**src/rtl/redmule_core_data_demux.sv**
```systemverilog
// Core data-port address demux: routes requests to NumTargets regions, an end-of-test mailbox
// or an error responder, and returns responses to the core strictly in request order.
module redmule_core_data_demux #(
    parameter int unsigned NumTargets     = 3,
    parameter int unsigned AddrWidth      = 32,
    parameter int unsigned DataWidth      = 32,
    parameter int unsigned MaxOutstanding = 4,
    parameter logic [NumTargets-1:0][AddrWidth-1:0] RegionBase =
        {32'h2000_0000, 32'h1000_0000, 32'h0000_0000},
    parameter logic [NumTargets-1:0][AddrWidth-1:0] RegionSize =
        {32'h0001_0000, 32'h0001_0000, 32'h0001_0000},
    parameter logic [AddrWidth-1:0] MboxBase = 32'h8000_0000
) (
    input  logic                             clk_i,
    input  logic                             rst_ni,
    input  logic                             core_req_i,
    output logic                             core_gnt_o,
    input  logic [AddrWidth-1:0]             core_addr_i,
    input  logic                             core_we_i,
    input  logic [DataWidth/8-1:0]           core_be_i,
    input  logic [DataWidth-1:0]             core_wdata_i,
    output logic                             core_rvalid_o,
    output logic [DataWidth-1:0]             core_rdata_o,
    output logic                             core_err_o,
    output logic [NumTargets-1:0]            tgt_req_o,
    input  logic [NumTargets-1:0]            tgt_gnt_i,
    output logic [AddrWidth-1:0]             tgt_addr_o,
    output logic                             tgt_we_o,
    output logic [DataWidth/8-1:0]           tgt_be_o,
    output logic [DataWidth-1:0]             tgt_wdata_o,
    input  logic [NumTargets-1:0]            tgt_rvalid_i,
    input  logic [NumTargets*DataWidth-1:0]  tgt_rdata_i,
    output logic                             eoc_valid_o,
    output logic [31:0]                      eoc_code_o,
    output logic                             putc_valid_o,
    output logic [7:0]                       putc_char_o,
    output logic                             rsp_unexp_o
);

    localparam int unsigned SlotW = $clog2(NumTargets + 2);
    localparam int unsigned PtrW  = (MaxOutstanding > 1) ? $clog2(MaxOutstanding) : 1;
    localparam int unsigned CntW  = $clog2(MaxOutstanding + 1);
    localparam logic [SlotW-1:0] SlotMbox = SlotW'(NumTargets);
    localparam logic [SlotW-1:0] SlotErr  = SlotW'(NumTargets + 1);

    function automatic logic [PtrW-1:0] ptr_inc(input logic [PtrW-1:0] p);
        return (p == PtrW'(MaxOutstanding - 1)) ? '0 : p + PtrW'(1);
    endfunction

    logic [SlotW-1:0]     r_fifo [MaxOutstanding];
    logic [PtrW-1:0]      r_wptr, r_rptr;
    logic [CntW-1:0]      r_cnt;
    logic [SlotW-1:0]     r_last_slot;
    logic                 r_int_vld, r_int_err;
    logic [DataWidth-1:0] r_int_rdata;
    logic                 r_eoc_vld, r_putc_vld, r_unexp;
    logic [31:0]          r_eoc_code;
    logic [7:0]           r_putc_char;

    logic [SlotW-1:0]      w_slot, w_head;
    logic [AddrWidth:0]    w_off;
    logic                  w_empty, w_full, w_stall, w_push, w_pop, w_gnt, w_int_acc;
    logic                  w_rvalid, w_err;
    logic [DataWidth-1:0]  w_rdata;
    logic [NumTargets-1:0] w_tgt_req, w_exp_mask;

    // Walk regions from highest to lowest index so the lowest matching index wins.
    always_comb begin
        w_slot = SlotErr;
        w_off  = '0;
        if (core_addr_i[AddrWidth-1:3] == MboxBase[AddrWidth-1:3]) w_slot = SlotMbox;
        for (int i = NumTargets - 1; i >= 0; i--) begin
            w_off = {1'b0, core_addr_i} - {1'b0, RegionBase[i]};
            if (!w_off[AddrWidth] && (w_off[AddrWidth-1:0] < RegionSize[i])) w_slot = SlotW'(i);
        end
    end

    assign w_empty = (r_cnt == '0);
    assign w_full  = (r_cnt == CntW'(MaxOutstanding));
    assign w_head  = r_fifo[r_rptr];

    always_comb begin
        w_rvalid   = 1'b0;
        w_rdata    = '0;
        w_err      = 1'b0;
        w_exp_mask = '0;
        if (!w_empty) begin
            if (w_head >= SlotMbox) begin
                w_rvalid = r_int_vld;
                w_rdata  = r_int_rdata;
                w_err    = r_int_err;
            end else begin
                for (int i = 0; i < NumTargets; i++) begin
                    if (w_head == SlotW'(i)) begin
                        w_exp_mask[i] = 1'b1;
                        w_rvalid      = tgt_rvalid_i[i];
                        w_rdata       = tgt_rdata_i[i*DataWidth +: DataWidth];
                    end
                end
            end
        end
        if (!w_rvalid) begin
            w_rdata = '0;
            w_err   = 1'b0;
        end
    end

    // Only one slot may be in flight at a time; that alone keeps responses in order.
    assign w_pop   = w_rvalid;
    assign w_stall = (w_full && !w_pop) || (!w_empty && (w_slot != r_last_slot));

    always_comb begin
        w_tgt_req = '0;
        w_gnt     = 1'b0;
        if (core_req_i && !w_stall) begin
            if (w_slot >= SlotMbox) begin
                w_gnt = 1'b1;
            end else begin
                for (int i = 0; i < NumTargets; i++) begin
                    if (w_slot == SlotW'(i)) begin
                        w_tgt_req[i] = 1'b1;
                        w_gnt        = tgt_gnt_i[i];
                    end
                end
            end
        end
    end

    assign w_push    = w_gnt;
    assign w_int_acc = w_push && (w_slot >= SlotMbox);

    always_ff @(posedge clk_i or negedge rst_ni) begin
        if (!rst_ni) begin
            r_wptr      <= '0;
            r_rptr      <= '0;
            r_cnt       <= '0;
            r_last_slot <= '0;
            for (int i = 0; i < MaxOutstanding; i++) r_fifo[i] <= '0;
        end else begin
            if (w_push) begin
                r_fifo[r_wptr] <= w_slot;
                r_wptr         <= ptr_inc(r_wptr);
                r_last_slot    <= w_slot;
            end
            if (w_pop) r_rptr <= ptr_inc(r_rptr);
            if (w_push && !w_pop)      r_cnt <= r_cnt + CntW'(1);
            else if (!w_push && w_pop) r_cnt <= r_cnt - CntW'(1);
        end
    end

    // Mailbox and error responder answer through one register, exactly one cycle after grant.
    // The EOC word takes wdata[31:0] regardless of BE, so DataWidth must be at least 32.
    always_ff @(posedge clk_i or negedge rst_ni) begin
        if (!rst_ni) begin
            r_int_vld   <= 1'b0;
            r_int_err   <= 1'b0;
            r_int_rdata <= '0;
            r_eoc_vld   <= 1'b0;
            r_eoc_code  <= '0;
            r_putc_vld  <= 1'b0;
            r_putc_char <= '0;
            r_unexp     <= 1'b0;
        end else begin
            r_int_vld   <= w_int_acc;
            r_int_err   <= w_int_acc && (w_slot == SlotErr);
            r_int_rdata <= '0;
            r_putc_vld  <= 1'b0;
            if (w_int_acc && (w_slot == SlotMbox)) begin
                if (core_we_i) begin
                    if (core_addr_i[2]) begin
                        r_putc_vld  <= 1'b1;
                        r_putc_char <= core_wdata_i[7:0];
                    end else begin
                        r_eoc_vld  <= 1'b1;
                        r_eoc_code <= core_wdata_i[31:0];
                    end
                end else if (!core_addr_i[2]) begin
                    r_int_rdata <= DataWidth'(r_eoc_code);
                end
            end
            if (|(tgt_rvalid_i & ~w_exp_mask)) r_unexp <= 1'b1;
        end
    end

    assign core_gnt_o    = w_gnt;
    assign core_rvalid_o = w_rvalid;
    assign core_rdata_o  = w_rdata;
    assign core_err_o    = w_err;
    assign tgt_req_o     = w_tgt_req;
    assign tgt_addr_o    = core_addr_i;
    assign tgt_we_o      = core_we_i;
    assign tgt_be_o      = core_be_i;
    assign tgt_wdata_o   = core_wdata_i;
    assign eoc_valid_o   = r_eoc_vld;
    assign eoc_code_o    = r_eoc_code;
    assign putc_valid_o  = r_putc_vld;
    assign putc_char_o   = r_putc_char;
    assign rsp_unexp_o   = r_unexp;

endmodule
```
**config.mk**
```make
export PLATFORM = sky130hd
export DESIGN_NAME = redmule_core_data_demux
export DESIGN_NICKNAME = d
export VERILOG_FILES = /design/src/rtl/redmule_core_data_demux.sv
export SDC_FILE = /design/constraint.sdc
export NUM_CORES = 1
export LEC_CHECK = 0
export ABC_AREA = 1
export CORE_AREA = 2 2 125 127
export CTS_BUF_LIST = sky130_fd_sc_hd__clkbuf_8
export DETAILED_ROUTE_END_ITERATION = 8
export DIE_AREA = 0 0 127 129
export GPL_ROUTABILITY_DRIVEN = 0
export PLACE_DENSITY = 0.85
export REMOVE_ABC_BUFFERS = 1
export SYNTH_ARGS = -nofsm -noshare
export SYNTH_HDL_FRONTEND = slang
export SYNTH_SLANG_ARGS = --single-unit
```
**constraint.sdc**
```tcl
create_clock -name clk_i -period 5.6 [get_ports clk_i]
set_input_delay 1.12 -clock clk_i [delete_from_list [all_inputs] [get_ports clk_i]]
set_output_delay 1.12 -clock clk_i [all_outputs]
set_load 0.05 [all_outputs]
```
==> impl_metrics.json <==
{
  "post_cts_buffers": 0,
  "fmax_mhz": 191,
  "numCtsBuffers": 9,
  "fin_crit_sh_pct": 93.4,
  "nFillCells": 1312,
  "grt_usage_pct": 25.3,
  "syn_to_final_growth_pct": 48.3,
  "crit_arrival_ns": 4.11,
  "num_vias": 6337,
  "yosys_warnings": 0,
  "grt_pass1_vias": 6093,
  "min_from": "eoc_valid_o$_DFFE_PN0P_",
  "clockRootBuffer": "clkbuf_8",
  "ys_ff_latch": 99,
  "routed_wl_um": 21000,
  "worstSetupStartpoint": "core_addr_i[30]",
  "cts_tree": "done",
  "p_total_mw": 4.16,
  "overflow": 0,
  "slew_violations": 0,
  "drtPass1Iterations": 5,
  "drt-met1-wl_um": 8910,
  "drv_cap": 0,
  "power.density_mw_per_mm2": 459,
  "syn_inst": 813,
  "drtIter0Drc": 496,
  "hp-class": "reg -> reg",
  "worstMarginPinSlew_ns": 1.11,
  "status": "completed",
  "hold_buffers": 0,
  "die_area_mm2": 0.0164,
  "ir_worst_vdd_mv": 0.268,
  "slew-limit-headroom_pct": 25.7,
  "post-route-min-period_ns": 5.23,
  "p_leak_nw": 3.84,
  "syn_area_per_cell_um2": 7.52,
  "vias_per_cell": 5.17,
  "clkTransAtPathRegs_ns": 0.09,
  "route.met3.wl_um": 1430,
  "rsz0062_at_grt": "no",
  "rows": 45,
  "yosysSeqAreaShare_pct": 40.5,
  "antenna_found_initial": 0,
  "die_y_um": 129,
  "grt_pass1_wl_um": 32700,
  "htree_levels": 3,
  "required_ns": 4.48,
  "drive_gt1_share_pct": 5.88,
  "num_antenna_cells": 0,
  "skew_ns": 0.0101,
  "postRouteAntennaNets": 0,
  "die_w_um": 127,
  "num_io_pins": 324,
  "netlist_area_mm2": 0.00611,
  "fin_cells": 1226,
  "cts.sinks": 99,
  "critPathKind": "in -> out",
  "dp.final_hpwl_um": 15900,
  "core_area_mm2": 0.0150,
  "crit_path_end_kind": "output pin",
  "layout.nets": 1216,
  "insertion_delay_ns": 0.36,
  "route.detailed.wl_per_inst_um": 17.1,
  "grt_max_degree": 61,
  "placedCellCount": 1210,
  "setup_tns_ns": 0,
  "cp-start-kind": "input pin",
  "worstPathMaxFanout": 5,
  "cts_resized": 0,
  "hold_viol_final": 0,
  "r2r-start": "r_rptr[0]$_DFFE_PN0P_",
  "ys_types": 36,
  "route.met2.wl_um": 10200,
  "start_util_pct": 40.8,
  "drcViolationCount": 0,
  "clk_path_buf_depth": 2,
  "top_layer": "met4",
  "setup_viol": 0,
  "portBuffers": 311
}
[layout by cell type (no fill, tap or decap), types with 4 or more instances in the layout]
master,count
nor2_1,93
a21oi_1,4
nand2_4,4
clkdlybuf4s50_1,309
nand3_1,133
nand2_2,12
a41oi_1,18
nand2_1,206
clkbuf_8,10
buf_4,11
nor3_1,5
o21ai_0,22
nor2_2,4
inv_2,6
inv_1,31
ha_1,8
o21ai_1,15
a311oi_1,12
dfrtp_1,99
nand4_1,6
[metrics by stage]
step           setup WS [ns]  area (µm²)  utilization [%]  hold slack [ns]
6_report               0.371        9060             60.5            0.473
3_5_place_dp           0.395        8820             58.9            0.451
3_3_place_gp           0.479        8820             58.9            0.447
2_1_floorplan          0.848        5390                -            0.459
4_1_cts                0.389        9060             60.5            0.474
5_1_grt                0.107        9060             60.5            0.507
[worst max-delay path, stage by stage]
cell and delay [ns]:
clkdlybuf4s50_1 0.48, inv_1 0.08, ha_1 0.22, xor2_1 0.16, nor2_2 0.16, nand3_1 0.14
nand2_1 0.22, nand3b_1 0.10, nand2_1 0.07, nand3_1 0.07, nand2_1 0.14, nand3_4 0.13
nor3_1 0.15, clkdlybuf4s50_1 0.85
[final timing paths]
check	end	slack [ns]	depth (start not counted)
setup / recovery	tgt_req_o[1]	0.37	14
setup reg to reg	r_cnt[2]$_DFFE_PN0P_	1.71	20
min in group asynchronous	rsp_unexp_o$_DFFE_PN0P_	0.80	1
hold reg to reg	eoc_valid_o$_DFFE_PN0P_	0.47	2
hold / removal	eoc_valid_o$_DFFE_PN0P_	0.47	2
max in group asynchronous	r_fifo[10]$_DFFE_PN0P_	3.76	2
[state kept, by name, indices dropped and copies added, names as in the netlist, 2 cells and up]
name,count
eoc_code_o,32
putc_char_o,8
r_cnt,3
r_fifo,12
r_int_rdata,32
r_last_slot,3
r_rptr,2
r_wptr,2
[area by class of cell]
class / count / area, µm² / area share, %
Timing Repair Buffer: 320 / 3180 / 35.0
Multi-Input combinational cell: 565 / 2790 / 30.8
Sequential cell: 99 / 2480 / 27.3
Tap cell: 188 / 235 / 2.60
Inverter: 38 / 143 / 1.57
Clock buffer: 10 / 138 / 1.52
Clock inverter: 6 / 104 / 1.15
[per-layer routing]
metal	vias to the layer above	global-route usage (%)
met2	264	41.7
met5	-	0
met3	34	5.16
met4	0	6.53
li1	3069	-
met1	2970	34.3
[Yosys cell counts]
cell,number,share of area [%]
nand2_4,4,0.74
o21bai_1,1,0.12
a311oi_1,12,1.7
o21ai_1,15,1.2
and2_1,1,0.10
dfrtp_1,99,41
nor2_2,3,0.31
buf_6,4,0.74
nand3_1,133,11
nor2_4,1,0.18
buf_2,8,0.65
inv_1,30,1.8
ha_1,8,1.6
buf_4,70,8.6
or4_1,1,0.12
clkinv_1,2,0.12
nand2_1,206,13
inv_2,6,0.37
nor4_1,2,0.20
nor3b_1,1,0.12
nand3_4,2,0.57
mux2_2,1,0.18
nand3b_1,3,0.37
clkbuf_1,29,1.8
xnor2_1,1,0.14
o21ai_0,22,1.8
fa_1,1,0.33
a41oi_1,18,2.6
nor3_1,5,0.41
xor2_1,2,0.29
nand2_2,12,1.2
nor2_1,96,5.9
nand4_1,6,0.61
nand3_2,3,0.49
a21boi_1,1,0.12
a21oi_1,4,0.33
[logic make-up (layout without fill, tap and decap cells)]
group | after synthesis | after routing | share of synthesized area (%)
simple gates | 479 | 479 | 34.9
buf+inv | 149 | 374 | 14.1
flops | 99 | 99 | 40.5
compound gates | 73 | 73 | 7.90
fa+ha+maj | 9 | 9 | 1.96
xor+xnor | 3 | 3 | 0.430
mux | 1 | 1 | 0.184
[report_power, final]
part,internal [mW],switching (mW)
combinational,0.862,1.94
clock,0.306,0.238
sequential,0.771,0.0442
total,1.94,2.22
Power figures use the tool's default switching activity.
==> edit (same flow settings) <==
Register the output `core_err_o`, with the module's reset; this adds one clock of latency there. The other outputs are not delayed to match.
--- a/src/rtl/redmule_core_data_demux.sv
+++ b/src/rtl/redmule_core_data_demux.sv
@@ -186,5 +186,11 @@
     assign core_rvalid_o = w_rvalid;
     assign core_rdata_o  = w_rdata;
-    assign core_err_o    = w_err;
+    always_ff @(posedge clk_i or negedge rst_ni) begin
+        if (!rst_ni) begin
+            core_err_o <= '0;
+        end else begin
+            core_err_o <= w_err;
+        end
+    end
     assign tgt_req_o     = w_tgt_req;
     assign tgt_addr_o    = core_addr_i;
Check against the original RTL: not equivalent (Yosys sat finds a counterexample within 4 cycles, from zero or initial values and one cycle with rst_ni low).
==> edit against the original RTL <==
Cell area shrank 0.47%; first-iteration DRC count shrank 4.2%; worst setup slack lost 0.073 ns; fmax shrank 1.4%; routed wire length grew 1.8%; synthesized area grew 0.41%; sequential cell count grew 1; power shrank 2.5%; critical endpoint is now tgt_req_o[2]; largest power group unchanged; highest routed layer unchanged.
==> edit: results <==
[drt]
topRoutingLayerUsed = "met4"
drt_iter0_markers = 475
wl_met1_um = 9450
via_per_inst = 5.22
wl_met3_um = 1280
wl_met2_um = 10200
wl_um = 21400
drtPass1Iterations = 5

[clocking]
clock_latency_ns = 0.38
numCtsBuffers = 9
ctsHtreeMaxLevel = 3
cts_root_buffer = "clkbuf_8"
cts-resized-gates = 0
cts_buffer_depth = 2
cts_setup_buffers = 0
path_clk_slew_ns = 0.08

[placement]
port_buffers = 311
hpwl_um = 16200
placed_area_sq_um = 8850

[cells_and_area]
diodes = 0
nets = 1219
drive_gt1_share_pct = 5.87

[global_route]
antenna_found_initial = 0
grt_pass1_wl_um = 32500
grt_usage_pct = 25.3
grt_pass1_vias = 5991
grt_max_degree = 52

[power_and_ir_drop]
swShare_pct = 55.1
ir_worst_vdd_v = 0.000286
p_leak_nw = 3.82

[yosys]
ys_top_cells_by_area = "dfrtp_1, nand2_1, nand3_1, buf_4, nor2_1"
async_reset_ff_share_pct = 100
ys_seq_area_share_pct = 40.8
yosys_warnings = 0
synth.distinct_cells = 36
synth-edff-count = 0
synth.top_cells.by_count = "nand2_1, nand3_1, dfrtp_1"

[worst_setup_path]
worstPathMaxFanout = 7
critPathArrivalTime_ns = 4.18

[status]
status = "completed"

[sta]
tightest_slew_ns = 0.982
fin_skew_ns = 0.0151
slew_viol_final = 0

[min_path]
worstHoldPathType = "flop to flop"

[job]
drv_cap = 0
-- edit: path summary, 6_finish.rpt --
kind / startpoint / end / slack, ns / cells past startpoint
max: core_addr_i[29] / tgt_req_o[2] / 0.30 / 16
min: putc_char_o[1] / putc_char_o[1] / 0.48 / 2
max reg2reg: r_rptr[0] / r_cnt[1] / 1.75 / 17
min reg2reg: putc_char_o[1] / putc_char_o[1] / 0.48 / 2
max in group asynchronous: rst_ni / eoc_code_o[25] / 3.74 / 2
min in group asynchronous: rst_ni / r_fifo[1] / 0.76 / 1
-- edit: logic make-up after synthesis --
kind of cell	after synthesis	synth area share, %
AND/OR/NAND/NOR	479	34.8
buffers and inverters	149	14.0
flip-flops	100	40.8
AO/OA/AOI/OAI	73	7.87
adder cells (fa/ha/maj)	9	1.96
XOR/XNOR	3	0.428
multiplexers	1	0.183
-- edit: final cells by class --
class	count	area, sq um
clock buffers	10	138
clock inverters	5	31.3
fillers	1341	5960
inverters	38	143
multi-input cells	565	2780
flip-flops and latches	100	2500
well taps	188	235
repair buffers	322	3190
-- edit: critical path: stages --
cell             delay (ns)
clkdlybuf4s50_1        0.50
inv_2                  0.06
ha_1                   0.23
xor2_1                 0.16
nor2_2                 0.18
inv_2                  0.04
nand2_1                0.09
nand2_2                0.09
nand2_2                0.15
nand2_1                0.07
nand2_1                0.06
nand3_1                0.07
nand2_1                0.14
nand3_4                0.12
nor3_1                 0.21
clkdlybuf4s50_1        0.86
-- edit: per-stage QoR --
step	setup slack (ns)	util, %	hold WS (ns)	std cells
3_3_place_gp	0.427	59.1	0.449	1213
4_1_cts	0.329	60.2	0.484	1228
6_report	0.298	60.2	0.479	1228
2_1_floorplan	0.848	-	0.459	703
5_1_grt	0.124	60.2	0.507	1228
3_5_place_dp	0.332	59.1	0.458	1213
-- edit: routing by layer --
| layer | vias to the layer above | global-route usage, % |
|---|---|---|
| met3 | 27 | 3.70 |
| met1 | 3048 | 36.0 |
| met4 | 0 | 7.63 |
| li1 | 3075 | - |
| met5 | - | 0 |
| met2 | 259 | 40.3 |
-- edit: power by group through the flow --
stage / logic (mW) / registers (mW) / clock network (mW)
after floorplan: 1.70 / 0.840 / 0
after global placement: 2.76 / 0.838 / 0
after detailed placement: 2.80 / 0.841 / 0
after CTS: 2.81 / 0.827 / 0.430
after global routing: 2.98 / 0.837 / 0.464
final: 2.81 / 0.828 / 0.420
